### src/rtl/cache_port_arbiter_if.sv
// Bundle for the two requester ports, the response path, the cache access
// port and the grant counters of cache_port_arbiter.
//   slave  : arbiter view (takes requests, drives cache port and responses)
//   master : requester/cache view (drives requests and cache results)
interface cache_port_arbiter_if #(
  parameter int unsigned ADDR_W = 32,
  parameter int unsigned DATA_W = 32,
  parameter int unsigned CNT_W  = 16
);
  logic              req0_valid_i;
  logic              req0_ready_o;
  logic [ADDR_W-1:0] req0_addr_i;
  logic              req0_we_i;
  logic [DATA_W-1:0] req0_wdata_i;
  logic              req1_valid_i;
  logic              req1_ready_o;
  logic [ADDR_W-1:0] req1_addr_i;
  logic              req1_we_i;
  logic [DATA_W-1:0] req1_wdata_i;
  logic              rsp0_valid_o;
  logic              rsp1_valid_o;
  logic [DATA_W-1:0] rsp_rdata_o;
  logic              rsp_hit_o;
  logic              c_acc_o;
  logic              c_we_o;
  logic [ADDR_W-1:0] c_addr_o;
  logic [DATA_W-1:0] c_wdata_o;
  logic [DATA_W-1:0] c_rdata_i;
  logic              c_hit_i;
  logic [CNT_W-1:0]  grant0_cnt_o;
  logic [CNT_W-1:0]  grant1_cnt_o;

  modport slave (
    input  req0_valid_i, req0_addr_i, req0_we_i, req0_wdata_i,
    input  req1_valid_i, req1_addr_i, req1_we_i, req1_wdata_i,
    input  c_rdata_i, c_hit_i,
    output req0_ready_o, req1_ready_o,
    output rsp0_valid_o, rsp1_valid_o, rsp_rdata_o, rsp_hit_o,
    output c_acc_o, c_we_o, c_addr_o, c_wdata_o,
    output grant0_cnt_o, grant1_cnt_o
  );

  modport master (
    output req0_valid_i, req0_addr_i, req0_we_i, req0_wdata_i,
    output req1_valid_i, req1_addr_i, req1_we_i, req1_wdata_i,
    output c_rdata_i, c_hit_i,
    input  req0_ready_o, req1_ready_o,
    input  rsp0_valid_o, rsp1_valid_o, rsp_rdata_o, rsp_hit_o,
    input  c_acc_o, c_we_o, c_addr_o, c_wdata_o,
    input  grant0_cnt_o, grant1_cnt_o
  );
endinterface

### src/rtl/cache_port_arbiter.sv
// Two-port round-robin arbiter and access sequencer for the single access
// port of the direct-mapped cache. Port 0 = fetch, port 1 = load/store.
// One request at a time: accept -> one-cycle cache strobe -> wait for the
// cache's registered result -> one-cycle response pulse to the granted port.
// Ports:
//   clk_i : clock, rising edge
//   rst_i : synchronous active-high reset
//   bus   : request ports, response path, cache port, grant counters
module cache_port_arbiter #(
  parameter int unsigned ADDR_W = 32,
  parameter int unsigned DATA_W = 32,
  parameter int unsigned CNT_W  = 16
) (
  input logic                 clk_i,
  input logic                 rst_i,
  cache_port_arbiter_if.slave bus
);

  typedef enum logic [1:0] {IDLE, ISSUE, WAIT, RESP} state_t;

  state_t            state_q, state_d;
  logic              sel_valid, sel_port, accept;
  logic              last_grant_q, gnt_q;
  logic [ADDR_W-1:0] addr_q;
  logic              we_q;
  logic [DATA_W-1:0] wdata_q, rdata_q;
  logic              hit_q;
  logic [CNT_W-1:0]  cnt0_q, cnt1_q;

  // On a tie the port that did not win last time is selected.
  always_comb begin
    sel_valid = bus.req0_valid_i | bus.req1_valid_i;
    if (bus.req0_valid_i && bus.req1_valid_i) sel_port = ~last_grant_q;
    else                                      sel_port = bus.req1_valid_i;
    accept = (state_q == IDLE) && sel_valid;
  end

  always_ff @(posedge clk_i) begin
    if (rst_i) state_q <= IDLE;
    else       state_q <= state_d;
  end

  always_comb begin
    state_d = state_q;
    case (state_q)
      IDLE:    if (accept) state_d = ISSUE;
      ISSUE:   state_d = WAIT;
      WAIT:    state_d = RESP;
      RESP:    state_d = IDLE;
      default: state_d = IDLE;
    endcase
  end

  always_comb begin
    bus.req0_ready_o = accept & ~sel_port;
    bus.req1_ready_o = accept & sel_port;
    bus.c_acc_o      = (state_q == ISSUE);
    bus.rsp0_valid_o = (state_q == RESP) & ~gnt_q;
    bus.rsp1_valid_o = (state_q == RESP) & gnt_q;
  end

  always_ff @(posedge clk_i) begin
    if (rst_i) begin
      last_grant_q <= 1'b1;
      gnt_q        <= 1'b0;
      addr_q       <= '0;
      we_q         <= 1'b0;
      wdata_q      <= '0;
      rdata_q      <= '0;
      hit_q        <= 1'b0;
      cnt0_q       <= '0;
      cnt1_q       <= '0;
    end else begin
      if (accept) begin
        gnt_q        <= sel_port;
        last_grant_q <= sel_port;
        addr_q       <= sel_port ? bus.req1_addr_i  : bus.req0_addr_i;
        we_q         <= sel_port ? bus.req1_we_i    : bus.req0_we_i;
        wdata_q      <= sel_port ? bus.req1_wdata_i : bus.req0_wdata_i;
        if (sel_port) cnt1_q <= cnt1_q + 1'b1;
        else          cnt0_q <= cnt0_q + 1'b1;
      end
      // Cache output is valid in WAIT; writes return zero data.
      if (state_q == WAIT) begin
        rdata_q <= we_q ? '0 : bus.c_rdata_i;
        hit_q   <= bus.c_hit_i;
      end
    end
  end

  assign bus.c_addr_o     = addr_q;
  assign bus.c_we_o       = we_q;
  assign bus.c_wdata_o    = wdata_q;
  assign bus.rsp_rdata_o  = rdata_q;
  assign bus.rsp_hit_o    = hit_q;
  assign bus.grant0_cnt_o = cnt0_q;
  assign bus.grant1_cnt_o = cnt1_q;

endmodule
### src/flat_wrapper.sv
// flat-port wrapper written by rule: the top's interface ports become plain ports
module cache_port_arbiter_flat 
#(
  parameter int unsigned ADDR_W = 32,
  parameter int unsigned DATA_W = 32,
  parameter int unsigned CNT_W  = 16
)
  (clk_i, rst_i, bus_req0_valid_i, bus_req0_addr_i, bus_req0_we_i, bus_req0_wdata_i, bus_req1_valid_i, bus_req1_addr_i, bus_req1_we_i, bus_req1_wdata_i, bus_c_rdata_i, bus_c_hit_i, bus_req0_ready_o, bus_req1_ready_o, bus_rsp0_valid_o, bus_rsp1_valid_o, bus_rsp_rdata_o, bus_rsp_hit_o, bus_c_acc_o, bus_c_we_o, bus_c_addr_o, bus_c_wdata_o, bus_grant0_cnt_o, bus_grant1_cnt_o);
  cache_port_arbiter_if #(.ADDR_W(ADDR_W), .DATA_W(DATA_W), .CNT_W(CNT_W)) bus_i ();
  input logic clk_i;
  input logic rst_i;
  input wire logic [$bits(bus_i.req0_valid_i)-1:0] bus_req0_valid_i;
  input wire logic [$bits(bus_i.req0_addr_i)-1:0] bus_req0_addr_i;
  input wire logic [$bits(bus_i.req0_we_i)-1:0] bus_req0_we_i;
  input wire logic [$bits(bus_i.req0_wdata_i)-1:0] bus_req0_wdata_i;
  input wire logic [$bits(bus_i.req1_valid_i)-1:0] bus_req1_valid_i;
  input wire logic [$bits(bus_i.req1_addr_i)-1:0] bus_req1_addr_i;
  input wire logic [$bits(bus_i.req1_we_i)-1:0] bus_req1_we_i;
  input wire logic [$bits(bus_i.req1_wdata_i)-1:0] bus_req1_wdata_i;
  input wire logic [$bits(bus_i.c_rdata_i)-1:0] bus_c_rdata_i;
  input wire logic [$bits(bus_i.c_hit_i)-1:0] bus_c_hit_i;
  output wire logic [$bits(bus_i.req0_ready_o)-1:0] bus_req0_ready_o;
  output wire logic [$bits(bus_i.req1_ready_o)-1:0] bus_req1_ready_o;
  output wire logic [$bits(bus_i.rsp0_valid_o)-1:0] bus_rsp0_valid_o;
  output wire logic [$bits(bus_i.rsp1_valid_o)-1:0] bus_rsp1_valid_o;
  output wire logic [$bits(bus_i.rsp_rdata_o)-1:0] bus_rsp_rdata_o;
  output wire logic [$bits(bus_i.rsp_hit_o)-1:0] bus_rsp_hit_o;
  output wire logic [$bits(bus_i.c_acc_o)-1:0] bus_c_acc_o;
  output wire logic [$bits(bus_i.c_we_o)-1:0] bus_c_we_o;
  output wire logic [$bits(bus_i.c_addr_o)-1:0] bus_c_addr_o;
  output wire logic [$bits(bus_i.c_wdata_o)-1:0] bus_c_wdata_o;
  output wire logic [$bits(bus_i.grant0_cnt_o)-1:0] bus_grant0_cnt_o;
  output wire logic [$bits(bus_i.grant1_cnt_o)-1:0] bus_grant1_cnt_o;
  assign bus_i.req0_valid_i = bus_req0_valid_i;
  assign bus_i.req0_addr_i = bus_req0_addr_i;
  assign bus_i.req0_we_i = bus_req0_we_i;
  assign bus_i.req0_wdata_i = bus_req0_wdata_i;
  assign bus_i.req1_valid_i = bus_req1_valid_i;
  assign bus_i.req1_addr_i = bus_req1_addr_i;
  assign bus_i.req1_we_i = bus_req1_we_i;
  assign bus_i.req1_wdata_i = bus_req1_wdata_i;
  assign bus_i.c_rdata_i = bus_c_rdata_i;
  assign bus_i.c_hit_i = bus_c_hit_i;
  assign bus_req0_ready_o = bus_i.req0_ready_o;
  assign bus_req1_ready_o = bus_i.req1_ready_o;
  assign bus_rsp0_valid_o = bus_i.rsp0_valid_o;
  assign bus_rsp1_valid_o = bus_i.rsp1_valid_o;
  assign bus_rsp_rdata_o = bus_i.rsp_rdata_o;
  assign bus_rsp_hit_o = bus_i.rsp_hit_o;
  assign bus_c_acc_o = bus_i.c_acc_o;
  assign bus_c_we_o = bus_i.c_we_o;
  assign bus_c_addr_o = bus_i.c_addr_o;
  assign bus_c_wdata_o = bus_i.c_wdata_o;
  assign bus_grant0_cnt_o = bus_i.grant0_cnt_o;
  assign bus_grant1_cnt_o = bus_i.grant1_cnt_o;
  cache_port_arbiter #(.ADDR_W(ADDR_W), .DATA_W(DATA_W), .CNT_W(CNT_W)) u_core (.clk_i(clk_i), .rst_i(rst_i), .bus(bus_i));
endmodule
### config.mk
export PLATFORM = sky130hd
export DESIGN_NAME = cache_port_arbiter_flat
export DESIGN_NICKNAME = d
export VERILOG_FILES = /design/src/rtl/cache_port_arbiter_if.sv /design/src/rtl/cache_port_arbiter.sv /design/src/flat_wrapper.sv
export SDC_FILE = /design/constraint.sdc
export NUM_CORES = 1
export LEC_CHECK = 0
export CORE_MARGIN = 2
export CORE_UTILIZATION = 35
export CTS_CLUSTER_DIAMETER = 30
export DETAILED_ROUTE_END_ITERATION = 16
export PLACE_DENSITY = 0.76
export RECOVER_POWER = 100
export SLEW_MARGIN = 20
export SYNTH_ARGS = -nofsm -noshare
export SYNTH_HDL_FRONTEND = slang
export SYNTH_SLANG_ARGS = --single-unit
### constraint.sdc
create_clock -name clk_i -period 3.44 [get_ports clk_i]
set_clock_uncertainty 0.2 [all_clocks]
set_input_delay 0.688 -clock clk_i [delete_from_list [all_inputs] [get_ports clk_i]]
set_output_delay 0.688 -clock clk_i [all_outputs]
set_load 0.02 [all_outputs]
# After elaboration in Yosys (flattened, before gate mapping)
# Index checks and enable logic that the tools add are counted.
[totals]
reg_bits = 134
latch_bits = 0
mem_bits_rw = 0
rom_bits = 0
inputBits = 167
output_inout_bits = 135
wordCells = 36
mem_count = 0
[classes]
addsub = 2
multipliers = 0
n_div = 0
magnitude_cmp = 0
n_eq_ne = 4
shifts = 0
muxes = 7
bitwise = 8
n_reduce_logical = 5
[ops]
columns = ["operator", "n"]
rows = [
  ["$mux 32", 3],
  ["$add 16x1->16 const B", 2],
  ["$pmux 2 s4", 1],
  ["$and 1x1->1", 4],
  ["$eq 2x2->1 const B", 2],
  ["$reduce_and 2->1", 2],
  ["$not 1->1", 3],
  ["$eq 2x1->1 const B", 1],
  ["$logic_and 1x1->1", 2],
  ["$logic_not 2->1", 1],
  ["$mux 1", 2],
  ["$mux 2", 1],
  ["$ne 2x1->1 const B", 1],
  ["$or 1x1->1", 1],
]

# Longest topological paths before layout
[depth]
depth_word = 4
ltp_mapped = 9
mapped_depth_nobuf = 6

# Least setup slack after synthesis
# Ideal clock, no wire load.
[synth_path]
kind = "input port to output port"
startpoint = "in bus_req1_valid_i"
endpoint = "out bus_req0_ready_o"
arrival_time_ps = 1536
required_time_ps = 2552
setup_slack_ps = 1016
path_stages = 4
n_path_buf = 2
cell_sequence = "nor2b_1 -> buf_6 -> nor2_1 -> clkbuf_1"
[synth_between]
elab_chain_len = 4
word_cells_on_any_way = 6
cone_classes = "1 x mux; 3 x bitwise; 2 x reduce/logical"
[synth_rtl]
columns = ["element", "line_no", "text"]
rows = [
  ["start: declaration", "flat_wrapper.sv:16", "input wire logic [$bits(bus_i.req1_valid_i)-1:0] bus_req1_valid_i;"],
  ["$logic_and 1x1->1", "cache_port_arbiter.sv:33", "if (bus.req0_valid_i && bus.req1_valid_i) sel_port = ~last_grant_q;"],
  ["$mux 1", "cache_port_arbiter.sv:33", ""],
  ["$not 1->1", "cache_port_arbiter.sv:55", "bus.req0_ready_o = accept & ~sel_port;"],
  ["$and 1x1->1 *", "cache_port_arbiter.sv:55", ""],
  ["end: declaration", "flat_wrapper.sv:22", "output wire logic [$bits(bus_i.req0_ready_o)-1:0] bus_req0_ready_o;"],
]
# Mark *: on every way between the ends. The rest lies on a longest branch, timed or not.

# Worst setup path in the final report
[layout_path]
startpoint = "in bus_req0_valid_i"
endpoint = "out bus_req0_ready_o"
[layout_between]
elab_chain_len = 4
word_cells_on_any_way = 6
cone_classes = "1 x mux; 3 x bitwise; 2 x reduce/logical"
[layout_rtl]
columns = ["element", "line_no", "text"]
rows = [
  ["start: declaration", "flat_wrapper.sv:12", "input wire logic [$bits(bus_i.req0_valid_i)-1:0] bus_req0_valid_i;"],
  ["$logic_and 1x1->1", "cache_port_arbiter.sv:33", ""],
  ["$mux 1", "cache_port_arbiter.sv:33", ""],
  ["$not 1->1", "cache_port_arbiter.sv:55", ""],
  ["$and 1x1->1 *", "cache_port_arbiter.sv:55", ""],
]
# Marks and branches as above.

==> impl_metrics.csv <==
group,metric,value,unit
clock_network,ctsLongestPathBuffers,2,
floorplanning,floorplan.initialDensity,0.359,
yosys,synthDominantCellAreaShare,0.513,
clock_network,holdBufCountCts,0,
clock_network,clk_pin_slew_worst_paths,0.05,ns
clock_network,clock_insertion_delay_worst_skew,0.41,ns
detailed_routing,drt_wl_total,18.1,mm
timing,layout_setup_ws,0.205,ns
finish,fillCellCount,1291,
yosys,netlist-cell-type-count,30,
global_routing,grt_max_degree,69,
timing,worst-slew-pin-transition,1.60,ns
detailed_routing,drt_iter0_markers,572,
yosys,synth-seq-cells,134,
clock_network,clockRootBuffer,"sky130_fd_sc_hd__clkbuf_16",
detailed_routing,route.antenna.remaining_nets,0,
outcome,status,"finished with violations",
clock_network,cts_setup_buffers,0,
global_routing,antenna_found_initial,0,
global_routing,overflow_after_grt,0,
floorplanning,die_h,126,um
timing,clock.fmax,309,MHz
clock_network,clkSinkCount,134,
hold_path,timing.hold.worst_path_depth,2,
hold_path,hold-path-endpoint,"u_core.bus.grant0_cnt_o[15]",
global_routing,globalRoute.busiestLayer,"met2",
yosys,synth-async-reset-ratio,0,
floorplanning,placeableCoreArea,14600,um^2
floorplanning,num_io_pins,302,
finish,final_net_count,1026,
detailed_routing,vias,5438,
place,portBuffers,301,
yosys,synthTopCellsByCount,"sky130_fd_sc_hd__dfxtp_1 (134), sky130_fd_sc_hd__nor2_1 (118), sky130_fd_sc_hd__a222oi_1 (65), sky130_fd_sc_hd__a21oi_1 (52), sky130_fd_sc_hd__clkbuf_1 (40)",
yosys,ys_seq_area_frac,0.513,
global_routing,via_count_of_the_first_global_routing_pass,5438,
place,gp_congestion,0.785,
timing,drv_slew,35,
global_routing,groute.usage.overall,0.220,
yosys,synth_top_cell_by_area,"sky130_fd_sc_hd__dfxtp_1",
global_routing,grtUsageMet1,0.250,
timing,setup_tns,0,ns
hold_path,holdCritPathClass,"flop to flop",
yosys,mappedNetlistNets,745,
outcome,failed_checks,"capacitance limit, slew limit",
floorplanning,core.rowCount,44,
worst_setup_path,critPathKind,"input port to output pin",
global_routing,gr-usage-met3,0.0964,
yosys,synth-edff-count,0,
detailed_routing,drtPass1Iterations,14,
yosys,synth_warnings,0,
worst_setup_path,arrival,2.35,ns
hold_path,worstHoldStart,"u_core.bus.grant0_cnt_o[15]",
floorplanning,dieArea,15900,um^2
yosys,netlist_area,5230,um^2
finish,areaGrowthSynthToFinish,70.3,%
yosys,postSynthCellCount,572,
worst_setup_path,crit_path_end_kind,"output pin",
place,detailedPlacementHpwl,12.5,mm
detailed_routing,drt-vias-per-instance,5.18,
clock_network,post_cts.resized_instances,0,
worst_setup_path,crit_path_max_fanout,5,
worst_setup_path,startpoint,"bus_req0_valid_i",
flow_run,cap_viol_max_count,1,
timing,fin_hold_ws,0.282,ns
worst_setup_path,worstSetupStartpointType,"input port",
worst_setup_path,setup.reg_to_reg.worst_slack,0.49,ns
clock_network,cts_tree,"yes",
timing,max_slew_margin,-0.0657,
global_routing,use_met2,0.378,
finish,antenna_cells_inserted,0,
power_and_ir_drop,total_leakage_power,3.63,nW
timing,finalWorstPathRequiredPeriod,3.24,ns
power_and_ir_drop,irDropWorstVdd,0.384,mV
timing,setup_viol,0,
finish,layout-drive-gt1-share,0.0486,
timing,rsz0062_at_grt,"false",
floorplanning,fp.dieW,126,um
clock_network,tritoncts.num_buffers,17,
worst_setup_path,r2r.worst_path.cells,7,
timing,post-route-period-util,0.941,
worst_setup_path,reg_to_reg_start,"u_core.state_q[0]",
global_routing,first_pass_grt_wire_length,28.2,mm
detailed_routing,drc,0,
yosys,postSynthAreaPerCell,9.15,um^2
detailed_routing,post_drt_wl_per_cell,17.2,um
worst_setup_path,worst_ep_required_time,2.55,ns
yosys,ys_top_cells_by_area,"sky130_fd_sc_hd__dfxtp_1 (51%), sky130_fd_sc_hd__a222oi_1 (12%), sky130_fd_sc_hd__nor2_1 (8.5%)",
timing,final-hold-violation-count,0,
yosys,dominantRegCellSynth,"sky130_fd_sc_hd__dfxtp_1",
place,placement.setup.worst_slack,0.284,ns
power_and_ir_drop,power.density_cell_area,646,nW/um^2
clock_network,cts_htree_levels,4,
yosys,synthMostInstantiatedCell,"sky130_fd_sc_hd__dfxtp_1",
worst_setup_path,capture_instance_of_the_worst_register_to_register_path,"u_core.bus.c_addr_o[17]",
how the worst max path moves through the flow:
stage,end,slack (ns),depth (start not counted)
floorplan,bus_req0_ready_o,1.02,4
global placement,bus_req0_ready_o,0.28,4
detailed placement,bus_req0_ready_o,0.28,4
CTS,bus_req0_ready_o,0.27,4
global route,u_core.bus.c_wdata_o[3],0.12,6
finish,bus_req0_ready_o,0.20,4
report_power, final:
| group | internal [mW] | switching (mW) | total [mW] |
|---|---|---|---|
| Sequential | 1.84 | 0.153 | 1.99 |
| Clock | 0.970 | 0.658 | 1.63 |
| Combinational | 0.937 | 1.20 | 2.14 |
state kept, by name (all words and copies together) (netlist names), 2 cells and up:
name                     flops
u_core.bus.c_addr_o         32
u_core.state_q               2
u_core.bus.c_wdata_o        32
u_core.bus.grant0_cnt_o     16
u_core.bus.grant1_cnt_o     16
u_core.bus.rsp_rdata_o      32
worst max-delay path, cell delays in order:
cell and delay (ns):
sky130_fd_sc_hd__dlygate4sd3_1 0.71, sky130_fd_sc_hd__nand2_1 0.12, sky130_fd_sc_hd__nor2_1 0.17, sky130_fd_sc_hd__clkdlybuf4s50_1 0.66
placed cells by master, fill, tap and decap left out, drive strengths merged, types with 6 or more instances in the layout:
cell type      Yosys  layout
a21oi             52      52
a222oi            65      65
buf                7       6
clkbuf            41      27
clkdlybuf4s50      0     164
dfxtp            134     134
dlygate4sd3        0     136
ha                 6       6
inv                7       7
nand2             17      17
nand3              9       9
nand4              9       9
nor2             118     118
nor2b             36      36
o21ai             12      12
o31ai              6       6
or3               15      15
or4                7       7
xnor2              7       7
xor2               6       6
layer usage:
layer	vias up	wire length (um)	part of all wire
li1	2673	-	-
met1	2513	7030	0.39
met2	228	9030	0.50
met3	24	1680	0.093
met4	0	321	0.018
met5	-	0	0
kinds of logic after synthesis:
family | share of synthesized area
AOI/OAI and AO/OA | 0.198
xor gates and xnor gates | 0.0218
adders and majority gates | 0.0144
buffers and inverters | 0.0426
DFF | 0.513
muxes | 0.00598
and+or+nand+nor | 0.205
metrics by stage:
stage,util,power (mW),instance area [um^2],std cells
floorplan,-,3.25,5230,572
global placement,0.576,4.26,8400,1018
detailed placement,0.576,4.27,8400,1018
CTS,0.612,5.92,8930,1049
global route,0.611,6.07,8910,1049
finish,0.611,5.75,8910,1049
layout make-up:
class                   instances  area, um^2  share of cell area
clock inverters                 8        51.3             0.00576
clock buffers                  23         478              0.0536
repair buffers                310        3090               0.347
flip-flops and latches        134        2680               0.301
multi-input cells             383        2350               0.264
well taps                     184         230              0.0258
inverters                       7        26.3             0.00295
No activity file was read; power rests on OpenSTA's default activity.
==> variant: new RTL, config.mk and constraints unchanged <==
`CNT_W` is set to 16 in 3 places; all go to 12.
--- a/src/rtl/cache_port_arbiter_if.sv
+++ b/src/rtl/cache_port_arbiter_if.sv
@@ -5,7 +5,7 @@
 interface cache_port_arbiter_if #(
   parameter int unsigned ADDR_W = 32,
   parameter int unsigned DATA_W = 32,
-  parameter int unsigned CNT_W  = 16
+  parameter int unsigned CNT_W  = 12
 );
   logic              req0_valid_i;
   logic              req0_ready_o;
--- a/src/rtl/cache_port_arbiter.sv
+++ b/src/rtl/cache_port_arbiter.sv
@@ -9,7 +9,7 @@
 module cache_port_arbiter #(
   parameter int unsigned ADDR_W = 32,
   parameter int unsigned DATA_W = 32,
-  parameter int unsigned CNT_W  = 16
+  parameter int unsigned CNT_W  = 12
 ) (
   input logic                 clk_i,
   input logic                 rst_i,
--- a/src/flat_wrapper.sv
+++ b/src/flat_wrapper.sv
@@ -3,7 +3,7 @@
 #(
   parameter int unsigned ADDR_W = 32,
   parameter int unsigned DATA_W = 32,
-  parameter int unsigned CNT_W  = 16
+  parameter int unsigned CNT_W  = 12
 )
   (clk_i, rst_i, bus_req0_valid_i, bus_req0_addr_i, bus_req0_we_i, bus_req0_wdata_i, bus_req1_valid_i, bus_req1_addr_i, bus_req1_we_i, bus_req1_wdata_i, bus_c_rdata_i, bus_c_hit_i, bus_req0_ready_o, bus_req1_ready_o, bus_rsp0_valid_o, bus_rsp1_valid_o, bus_rsp_rdata_o, bus_rsp_hit_o, bus_c_acc_o, bus_c_we_o, bus_c_addr_o, bus_c_wdata_o, bus_grant0_cnt_o, bus_grant1_cnt_o);
   cache_port_arbiter_if #(.ADDR_W(ADDR_W), .DATA_W(DATA_W), .CNT_W(CNT_W)) bus_i ();
Interface: changed (resized bus_grant0_cnt_o and bus_grant1_cnt_o); port bits go from 302 to 294. No check against the original RTL was run, so the function may have changed too.
==> variant against the unedited design <==
Routed wire length is 1.6% lower; cell area decreased by 4.7%; sequential cell count down 8; final cell count decreased by 5.5%; count of clock-buffer cells in the layout unchanged; core utilization is 0.83 points higher; register-to-register slack got worse by 0.05 ns; total power rose by 3.7%; non-clock buffer count down 8; worst setup slack worse by 0.035 ns; area after synthesis shrank 7.3%; sequential power is 3% lower; critical endpoint unchanged; largest cell class unchanged; largest power group unchanged.
==> variant: results (changes against the unedited design) <==
Fill count - 1,157 (was 1,291)
Largest stage delay, worst path - 0.57 ns (was 0.71 ns)
Max IR drop VDD - 0.4584 mV (was 0.3844 mV)
Post-synthesis mux area share - 0.8256% (was 0.5979%)
Worst hold margin - 0.2874 ns (was 0.2824 ns)
Crit path DAT - 2.38 ns (was 2.35 ns)
Net Switching - 2.112 mW (was 2.010 mW)
Synth Area in Compound Gates - 19.30% (was 19.76%)
Seq/Total Area, Yosys - 52.01% (was 51.28%)
Critical-path top delay cell - clkdlybuf4s50_1 (was dlygate4sd3_1)
Syn Inst Count - 522 (was 572)
Worst Path Max Fanout - 8 (was 5)
Clock-cell share - 6.850% (was 5.940%)
I/O Buffers - 293 (was 301)
Final WS setup - 0.1695 ns (was 0.2046 ns)
Synth Area in Adders - 1.548% (was 1.435%)
First drt pass iteration count - 13 (was 14)
Sequential share of power - 32.5% (was 34.6%)
Syn Nets - 695 (was 745)
Worst Tran Pin Value - 1.490 ns (was 1.598 ns)
Vias - 5,232 (was 5,438)
Wire per inst - 17.94 um (was 17.22 um)
Status - complete, no violations (was finished with violations)
Comb pwr share - 38.6% (was 37.1%)
Nets - 970 (was 1,026)
Comb_multi_in - 343 (was 383)
Post-DP HPWL - 12,690 um (was 12,530 um)
Total leakage power - 3.484 nW (was 3.629 nW)
Min-delay src - u_core.bus.c_addr_o[7] (was u_core.bus.grant0_cnt_o[15])
Routability cong. - 0.9211 (was 0.7846)
ANT cells - 1 (was 0)
Pre-CTS WS - 0.1878 ns (was 0.2841 ns)
Syn-to-layout area delta - 75.13% (was 70.32%)
Cell total after placement - 958 (was 1,018)
Mapped Area - 4850 um^2 (was 5231 um^2)
Iter 0 DRT Violations - 632 (was 572)
Global-route wire length before repair - 26,850 um (was 28,190 um)
Sequential share of cell area - 29.70% (was 30.11%)
Fraction of area in multi-input gates - 25.07% (was 26.39%)
Post-Place Cell Area - 7938 um^2 (was 8401 um^2)
Share of cells above drive strength 1 - 5.185% (was 4.855%)
Total track usage - 23.39% (was 22.03%)
Maximum number of pins on one net before global-route repair - 85 (was 69)
Post-Route WL - 17,780 um (was 18,060 um)
Top post-synthesis cells by count - 126 x dfxtp_1, 125 x nor2_1, 65 x a222oi_1 (was 134 x dfxtp_1, 118 x nor2_1, 65 x a222oi_1)
## variant: cell types whose count changed after synthesis, moves of 5 or more
cell     before  now
a21oi_1      52   40
buf_2         6    1
dfxtp_1     134  126
nand2_1      17   10
nand4_1       9    3
nor2_1      118  125
o21ai_0      12    2
or3_1        15    2
xnor2_1       7   15
xor2_1        6    1
## variant: routing by layer
metal | global-route usage (%) | up-vias | wire length [um]
met5 | 0 | - | 0
met4 | 8.693 | 0 | 346
met3 | 11.94 | 24 | 2047
met2 | 40.17 | 272 | 8785
met1 | 24.52 | 2468 | 6597
li1 | - | 2468 | -
## variant: cells by family (layout without fill, tap and decap cells)
logic type,count (synthesis),in the layout
buffers and inverters,53,341
other,0,1
XOR/XNOR,16,16
flip-flops,126,126
AO/OA/AOI/OAI,116,116
adder cells (fa/ha/maj),6,6
multiplexers,4,4
AND/OR/NAND/NOR,201,201
